--- config.mk ---
export PLATFORM = sky130hd
export DESIGN_NAME = mem_access_unit
export DESIGN_NICKNAME = d
export VERILOG_FILES = /design/src/rtl/mem_access_unit.sv
export SDC_FILE = /design/constraint.sdc
export NUM_CORES = 1
export LEC_CHECK = 0
export ABC_CLOCK_PERIOD_IN_PS = 1800
export CAP_MARGIN = 20
export CORE_ASPECT_RATIO = 2
export CORE_MARGIN = 1.5
export CORE_UTILIZATION = 39
export DETAILED_ROUTE_END_ITERATION = 12
export HOLD_SLACK_MARGIN = 0.08
export PLACE_DENSITY = 0.82
export SYNTH_ARGS = -nofsm -noshare
export SYNTH_HDL_FRONTEND = slang
export SYNTH_SLANG_ARGS = --single-unit
--- constraint.sdc ---
create_clock -name clk_i -period 1.8 [get_ports clk_i]
set_input_delay 0.27 -clock clk_i [delete_from_list [all_inputs] [get_ports clk_i]]
set_output_delay 0.27 -clock clk_i [all_outputs]
set_load 0.02 [all_outputs]
--- src/rtl/mem_access_unit.sv ---
// MEM-stage access unit: req/ack load/store sequencing, pipeline stall and the MEM/WB register.
// Optional `MEM_TIMEOUT_EN aborts a request that sees no ack within TIMEOUT_CYCLES.
module mem_access_unit #(
    parameter int unsigned DATA_W         = 32,
    parameter int unsigned TIMEOUT_CYCLES = 16
) (
    input  logic              clk_i,
    input  logic              rst_ni,
    input  logic [1:0]        mem_m_i,
    input  logic [1:0]        wb_m_i,
    input  logic [DATA_W-1:0] aluout_m_i,
    input  logic [DATA_W-1:0] write_data_m_i,
    input  logic [4:0]        write_reg_m_i,
    output logic              mem_req_o,
    output logic              mem_we_o,
    output logic [DATA_W-1:0] mem_addr_o,
    output logic [DATA_W-1:0] mem_wdata_o,
    input  logic [DATA_W-1:0] mem_rdata_i,
    input  logic              mem_ack_i,
    output logic              stall_m_o,
    output logic              exc_m_o,
    output logic [1:0]        wb_w_o,
    output logic [DATA_W-1:0] aluout_w_o,
    output logic [DATA_W-1:0] read_data_w_o,
    output logic [4:0]        write_reg_w_o
);

    typedef enum logic [1:0] {StIdle, StReq, StDone} state_e;

    state_e            state_q;
    logic              mem_req_q;
    logic              mem_we_q;
    logic [DATA_W-1:0] mem_addr_q;
    logic [DATA_W-1:0] mem_wdata_q;
    logic [DATA_W-1:0] rdata_q;
    logic              abort_q;
    logic              exc_q;
    logic [1:0]        wb_w_q;
    logic [DATA_W-1:0] aluout_w_q;
    logic [DATA_W-1:0] read_data_w_q;
    logic [4:0]        write_reg_w_q;

    logic access;
    logic illegal;
    logic fault;
    logic stall;
    logic timeout;

    assign access  = |mem_m_i;
    assign illegal = (mem_m_i == 2'b11) || (aluout_m_i[1:0] != 2'b00);
    assign fault   = access && illegal;
    assign stall   = rst_ni && (((state_q == StIdle) && access && !illegal) || (state_q == StReq));

`ifdef MEM_TIMEOUT_EN
    logic [7:0] cnt_q;

    // Fires on the last allowed REQ cycle; an ack in that same cycle takes priority.
    assign timeout = (state_q == StReq) && !mem_ack_i &&
                     (cnt_q == 8'(TIMEOUT_CYCLES - 1));

    always_ff @(posedge clk_i or negedge rst_ni) begin
        if (!rst_ni) begin
            cnt_q <= '0;
        end else if (state_q != StReq) begin
            cnt_q <= '0;
        end else if (!mem_ack_i) begin
            cnt_q <= cnt_q + 8'd1;
        end
    end
`else
    logic unused_timeout_cfg;

    assign timeout            = 1'b0;
    assign unused_timeout_cfg = ^TIMEOUT_CYCLES;
`endif

    always_ff @(posedge clk_i or negedge rst_ni) begin
        if (!rst_ni) begin
            state_q       <= StIdle;
            mem_req_q     <= 1'b0;
            mem_we_q      <= 1'b0;
            mem_addr_q    <= '0;
            mem_wdata_q   <= '0;
            rdata_q       <= '0;
            abort_q       <= 1'b0;
            exc_q         <= 1'b0;
            wb_w_q        <= '0;
            aluout_w_q    <= '0;
            read_data_w_q <= '0;
            write_reg_w_q <= '0;
        end else begin
            exc_q <= 1'b0;

            // Stalled, faulting or timed-out instructions leave a bubble in MEM/WB.
            if (stall || fault || ((state_q == StDone) && abort_q)) begin
                wb_w_q        <= '0;
                write_reg_w_q <= '0;
            end else begin
                wb_w_q        <= wb_m_i;
                aluout_w_q    <= aluout_m_i;
                write_reg_w_q <= write_reg_m_i;
            end
            read_data_w_q <= ((state_q == StDone) && !mem_we_q && !abort_q) ? rdata_q : '0;

            unique case (state_q)
                StIdle: begin
                    if (access) begin
                        if (illegal) begin
                            exc_q <= 1'b1;
                        end else begin
                            state_q     <= StReq;
                            mem_req_q   <= 1'b1;
                            mem_we_q    <= mem_m_i[1];
                            mem_addr_q  <= aluout_m_i;
                            mem_wdata_q <= write_data_m_i;
                            abort_q     <= 1'b0;
                        end
                    end
                end
                StReq: begin
                    if (mem_ack_i) begin
                        if (!mem_we_q) begin
                            rdata_q <= mem_rdata_i;
                        end
                        mem_req_q <= 1'b0;
                        state_q   <= StDone;
                    end else if (timeout) begin
                        mem_req_q <= 1'b0;
                        abort_q   <= 1'b1;
                        exc_q     <= 1'b1;
                        state_q   <= StDone;
                    end
                end
                StDone: begin
                    state_q <= StIdle;
                end
                default: begin
                    state_q <= StIdle;
                end
            endcase
        end
    end

    assign mem_req_o     = mem_req_q;
    assign mem_we_o      = mem_we_q;
    assign mem_addr_o    = mem_addr_q;
    assign mem_wdata_o   = mem_wdata_q;
    assign stall_m_o     = stall;
    assign exc_m_o       = exc_q;
    assign wb_w_o        = wb_w_q;
    assign aluout_w_o    = aluout_w_q;
    assign read_data_w_o = read_data_w_q;
    assign write_reg_w_o = write_reg_w_q;

endmodule

# Word level (Yosys, flattened, before mapping)
# Index checks and enable logic that the tools add are counted.
# classes
n_eq_ne,6
reduce_logical,18
n_mux,14
bitwise_logic,2
shift,0
n_addsub,0
order_cmp,0
div_mod_pow,0
n_mul,0
# op_table
op,count
$mux 32,1
$reduce_and 3->1,3
$mux 2,4
$mux 1,6
$ne 2x2->1 const B,3
$logic_and 1x1->1,5
$mux 5,1
$eq 2x2->1 const B,2
$pmux 2 s2,1
$reduce_and 4->1,1
$reduce_bool 2->1,2
$logic_or 1x1->1,3
$eq 2x1->1 const B,1
$logic_not 1->1,2
$logic_not 2->1,1
$not 1->1,2
$pmux 1 s2,1
$reduce_or 2->1,1
# word_totals
latchBits,0
mem_count,0
ram_bits,0
mem_bits_ro,0
reg_bits,172

# Depth between registers and ports, before layout
# depth
depth_word,8
mapped_depth,6

# Worst setup path after synthesis
# OpenSTA, ideal clock, no wires.
# synth_timing
kind,register to register
start,reg state_q[1]
end,reg aluout_w_q[28] (netlist: aluout_w_o[28])
t_required_ns,1.675
n_path_buf,2
slack_ns,-0.307
arrival_ns,1.982
path_stages_with_launch,7
setup_ns,0.125
path_cell_list,dfrtp_1 nand2b_1 o32ai_1 nor2_1 buf_2 buf_2 mux2_2
# synth_between
elab_chain_cells,6
elab_cells_between_ends,7
# synth_lines
item,line,rtl
"start, declared",30,state_e state_q;
"start signal, assigned",79,state_q <= StIdle;
"start signal, assigned",111,state_q <= StReq;
"start signal, assigned",126,state_q <= StDone;
$logic_not 2->1,52,assign stall = rst_ni && (((state_q == StIdle) && access && !illegal) || (state_q == StReq));
$logic_and 1x1->1 (2 in series),52,
$logic_or 1x1->1 *,52,
$logic_and 1x1->1 *,52,
net stall_m_o,20,"output logic stall_m_o,"
$logic_or 1x1->1 *,95,if (stall || fault || ((state_q == StDone) && abort_q)) begin
"end signal, assigned",100,aluout_w_q <= aluout_m_i;
"end, declared",39,logic [DATA_W-1:0] aluout_w_q;
# The timed path passes the listed nets; every way through them passes the cells marked *.
# A chain may end at the register's enable or synchronous reset.

# Worst setup path after layout
# layout_timing
start,in aluout_m_i[1]
end,reg mem_addr_q[7] (netlist: mem_addr_o[7])
# layout_between
elab_chain_cells,4
# layout_lines
item,line,rtl
"start, declared",11,"input logic [DATA_W-1:0] aluout_m_i,"
$reduce_bool 2->1,50,assign illegal = (mem_m_i == 2'b11) || (aluout_m_i[1:0] != 2'b00);
$logic_or 1x1->1,50,
$not 1->1 (no source line),n/a,
$reduce_and 3->1 (no source line),n/a,
"end signal, assigned",114,mem_addr_q <= aluout_m_i;
"end, declared",33,logic [DATA_W-1:0] mem_addr_q;
# No other way between the ends.

==> metrics.txt <==
# TYPE chip_impl_metric gauge
chip_impl_metric{name="muxShareOfSynthArea",unit=""} 0.240
chip_impl_metric{name="timing.max_slew.rel_slack",unit=""} 0.346
chip_impl_metric{name="finalWeightedCongestion",unit=""} 0.770
chip_impl_metric{name="routed_wire_length",unit="um"} 15400
chip_impl_metric{name="synth_adder_area_share",unit=""} 0.00160
chip_impl_info{name="min_path_type",value="in2async"} 1
chip_impl_metric{name="synth_xor_xnor_area_share",unit=""} 0.00140
chip_impl_metric{name="path_clk_slew",unit="ns"} 0.06
chip_impl_info{name="yosys.area.top_type",value="sky130_fd_sc_hd__dfrtp_1"} 1
chip_impl_metric{name="area_of_combinational_cells_with_multiple_inputs",unit="sq um"} 1910
chip_impl_metric{name="die_area",unit="sq um"} 16900
chip_impl_metric{name="total_power",unit="mW"} 13.0
chip_impl_info{name="area_contributors_post_synth",value="sky130_fd_sc_hd__dfrtp_1, sky130_fd_sc_hd__mux2_2, sky130_fd_sc_hd__mux2_4"} 1
chip_impl_info{name="layout.cells.most_common",value="sky130_fd_sc_hd__clkdlybuf4s50_1"} 1
chip_impl_metric{name="crit_required",unit="ns"} 2.09
chip_impl_metric{name="initialDrtViolationCount",unit=""} 77
chip_impl_metric{name="worst_ir_drop_vdd",unit="mV"} 0.832
chip_impl_metric{name="number_of_register_bits_inferred_by_synthesis",unit=""} 172
chip_impl_metric{name="cts.path.max_buffers",unit=""} 2
chip_impl_metric{name="timing_hold_violations_final",unit=""} 24
chip_impl_metric{name="grt_start_max_net_pins",unit=""} 170
chip_impl_metric{name="antenna_found_initial",unit=""} 0
chip_impl_metric{name="die_width",unit="um"} 92.7
chip_impl_metric{name="area_delta_synth_final",unit="%"} 55.8
chip_impl_metric{name="synthDistinctLibCells",unit=""} 22
chip_impl_metric{name="clock_sink_count",unit=""} 172
chip_impl_metric{name="postSynthNetCount",unit=""} 483
chip_impl_metric{name="post-route-drc-count",unit=""} 0
chip_impl_metric{name="post_drt_via_cell_ratio",unit=""} 4.71
chip_impl_metric{name="io_pins",unit=""} 247
chip_impl_metric{name="final_critical_path_setup_slack",unit="ns"} 0.0375
chip_impl_info{name="violations_in_the_final_reports",value="hold timing"} 1
chip_impl_metric{name="hpwlAfterDp",unit="um"} 11200
chip_impl_info{name="layout.cells.most_common_list",value="sky130_fd_sc_hd__clkdlybuf4s50_1, sky130_fd_sc_hd__dfrtp_1, sky130_fd_sc_hd__mux2_2"} 1
chip_impl_metric{name="clock_insertion_delay_worst_skew",unit="ns"} 0.42
chip_impl_metric{name="post_synth_and_or_nand_nor_area_fraction",unit=""} 0.0499
chip_impl_metric{name="max_fclk",unit="MHz"} 567
chip_impl_metric{name="ff_latch_area",unit="sq um"} 4300
chip_impl_metric{name="max_cap_violations",unit=""} 0
chip_impl_metric{name="detailedPlace.worstSlack",unit="ns"} -0.468
chip_impl_metric{name="pwr_density_cell",unit="nW/um^2"} 1330
chip_impl_info{name="grt_setup_unrepaired",value="no"} 1
chip_impl_info{name="critPathLaunchType",value="primary input"} 1
chip_impl_metric{name="drt_pass1_iterations",unit=""} 4
chip_impl_metric{name="worst_hold_slack",unit="ns"} -0.0325
chip_impl_metric{name="placedInstanceArea",unit="sq um"} 9110
chip_impl_metric{name="first_pass_grt_wire_length",unit="um"} 24100
chip_impl_metric{name="floorplan.core_area",unit="sq um"} 15800
chip_impl_metric{name="worst_pin_slew",unit="ns"} 0.981
chip_impl_metric{name="seq_area_frac_synth",unit=""} 0.686
chip_impl_metric{name="synth-compound-area-share",unit=""} 0.00299
chip_impl_metric{name="power.static_leakage",unit="nW"} 4.29
chip_impl_metric{name="total_global_routing_overflow",unit=""} 0
chip_impl_metric{name="n_antenna_cell",unit=""} 0
chip_impl_metric{name="routedWlPerCell",unit="um"} 18.1
chip_impl_metric{name="netlist_instances",unit=""} 375
chip_impl_metric{name="placementRows",unit=""} 65
chip_impl_metric{name="via_count",unit=""} 4014
chip_impl_metric{name="number_of_global_route_vias_before_repair",unit=""} 4515
chip_impl_metric{name="yosysTopAreaCellShare",unit=""} 0.686
chip_impl_metric{name="fillerInstances",unit=""} 1199
chip_impl_metric{name="report.final.slew_viol_count",unit=""} 0
chip_impl_metric{name="cp_max_fo",unit=""} 34
chip_impl_info{name="timing.setup.critical_path_class",value="in2reg"} 1
chip_impl_metric{name="syn-cell-area",unit="sq um"} 6270
chip_impl_info{name="synth_top_family_by_area",value="multiplexers"} 1
chip_impl_metric{name="die-height",unit="um"} 182
chip_impl_metric{name="start_util",unit=""} 0.397
chip_impl_info{name="status",value="finished, violations left"} 1
chip_impl_metric{name="ctsHtreeMaxLevel",unit=""} 4
chip_impl_metric{name="ys.warnings.count",unit=""} 0
chip_impl_metric{name="syn-mean-instance-area",unit="sq um"} 16.7
chip_impl_metric{name="layout.cell_area.non_filler",unit="sq um"} 9770
chip_impl_metric{name="final-setup-viol-count",unit=""} 0
chip_impl_metric{name="ant_nets",unit=""} 0
chip_impl_metric{name="fraction_of_layout_instances_using_a_drive_strength_above_1",unit=""} 0.273
chip_impl_info{name="crit_end_element",value="flip-flop"} 1
chip_impl_metric{name="cts_inserted_buffers",unit=""} 17
chip_impl_metric{name="place.port_buffers",unit=""} 246
chip_impl_metric{name="post-route-period-util",unit=""} 0.979
chip_impl_metric{name="worst-endpoint-arrival",unit="ns"} 2.06
chip_impl_info{name="cts_root_buf",value="sky130_fd_sc_hd__clkbuf_16"} 1
chip_impl_metric{name="period_needed",unit="ns"} 1.76
chip_impl_metric{name="final.setup_skew",unit="ns"} 0.00908
chip_impl_info{name="tritoncts",value="yes"} 1
chip_impl_metric{name="nets_finish",unit=""} 746
chip_impl_metric{name="grt_usage",unit=""} 0.189
-- sequential cells by signal (all words and copies together) (netlist names) --
signal and count:
aluout_w_o 32, mem_addr_o 32, mem_wdata_o 32, rdata_q 32
read_data_w_o 32, write_reg_w_o 5, state_q 2, wb_w_o 2
exc_m_o 1, mem_req_o 1, mem_we_o 1
-- cells in the mapped netlist, drive strengths merged --
library cell,n
nand2b,2
o21ai,1
buf,11
o32ai,1
a21oi,1
clkbuf,7
xnor2,1
inv,3
nor3b,2
maj3,1
or2,1
nand3b,1
or4,1
nor2,2
and2,41
mux2,127
dfrtp,172
-- per-stage QoR --
stage	TNS, ns	utilization	cells	hold WS [ns]
2_1_floorplan	0	-	375	-0.0256
6_report	0	0.619	852	-0.0325
3_3_place_gp	-40.03	0.577	818	0.0776
4_1_cts	-0.00710	0.617	851	0.110
3_5_place_dp	-43.09	0.577	818	0.0754
5_1_grt	0	0.619	852	0.137
-- layout make-up --
type | instances | area share
repair buffers | 262 | 0.275
clock buffers | 19 | 0.0453
inverters | 3 | 0.00115
well taps | 201 | 0.0257
multi-input cells | 182 | 0.196
clock inverters | 13 | 0.0169
flip-flops and latches | 172 | 0.441
-- power breakdown --
part	internal [mW]	switching (mW)
combinational	2.20	1.69
clock	2.23	1.49
sequential	4.88	0.514
total	9.31	3.69
-- worst paths after layout --
kind | endpoint | cells after the start | slack (ns) | from
worst min register to register | read_data_w_o[2] | 1 | 0.47 | rdata_q[2]
worst max-delay path | mem_addr_o[7] | 6 | 0.04 | aluout_m_i[1]
worst min-delay path | mem_req_o | 2 | -0.03 | rst_ni
min in group clk_i | aluout_w_o[0] | 2 | 0.15 | aluout_m_i[0]
worst max register to register | mem_addr_o[7] | 3 | 0.09 | state_q[0]
max in group asynchronous | read_data_w_o[28] | 2 | 1.03 | rst_ni
-- critical path: stages --
cell	delay, ns
sky130_fd_sc_hd__dlygate4sd2_1	0.25
sky130_fd_sc_hd__or2_4	0.26
sky130_fd_sc_hd__buf_4	0.15
sky130_fd_sc_hd__or4_4	0.59
sky130_fd_sc_hd__buf_12	0.21
sky130_fd_sc_hd__mux2_4	0.31
-- metal layers --
metal / share of wire / routed length, um / global-route usage / up-vias
met2: 0.56 / 8610 / 0.344 / 157
li1: - / - / - / 1800
met5: 0 / 0 / 0 / -
met1: 0.35 / 5360 / 0.191 / 2025
met4: 0.033 / 511 / 0.0927 / 0
met3: 0.059 / 913 / 0.0558 / 32
-- what timing repair did --
item                                    4_1_cts  5_1_grt
gates cloned                                  0        1
pin swaps                                     0        2
setup buffers                                 0        0
resized for setup                            10        3
endpoints found under the setup margin       23       19
hold endpoints to repair                      3        0
hold buffers                                  1        0
-- kinds of logic after synthesis --
kind of cell             after synthesis
AO/OA/AOI/OAI                          3
XOR/XNOR                               1
multiplexers                         127
AND/OR/NAND/NOR                       50
adder cells (fa/ha/maj)                1
buffers and inverters                 21
flip-flops                           172
No activity file was read; power rests on OpenSTA's default activity.
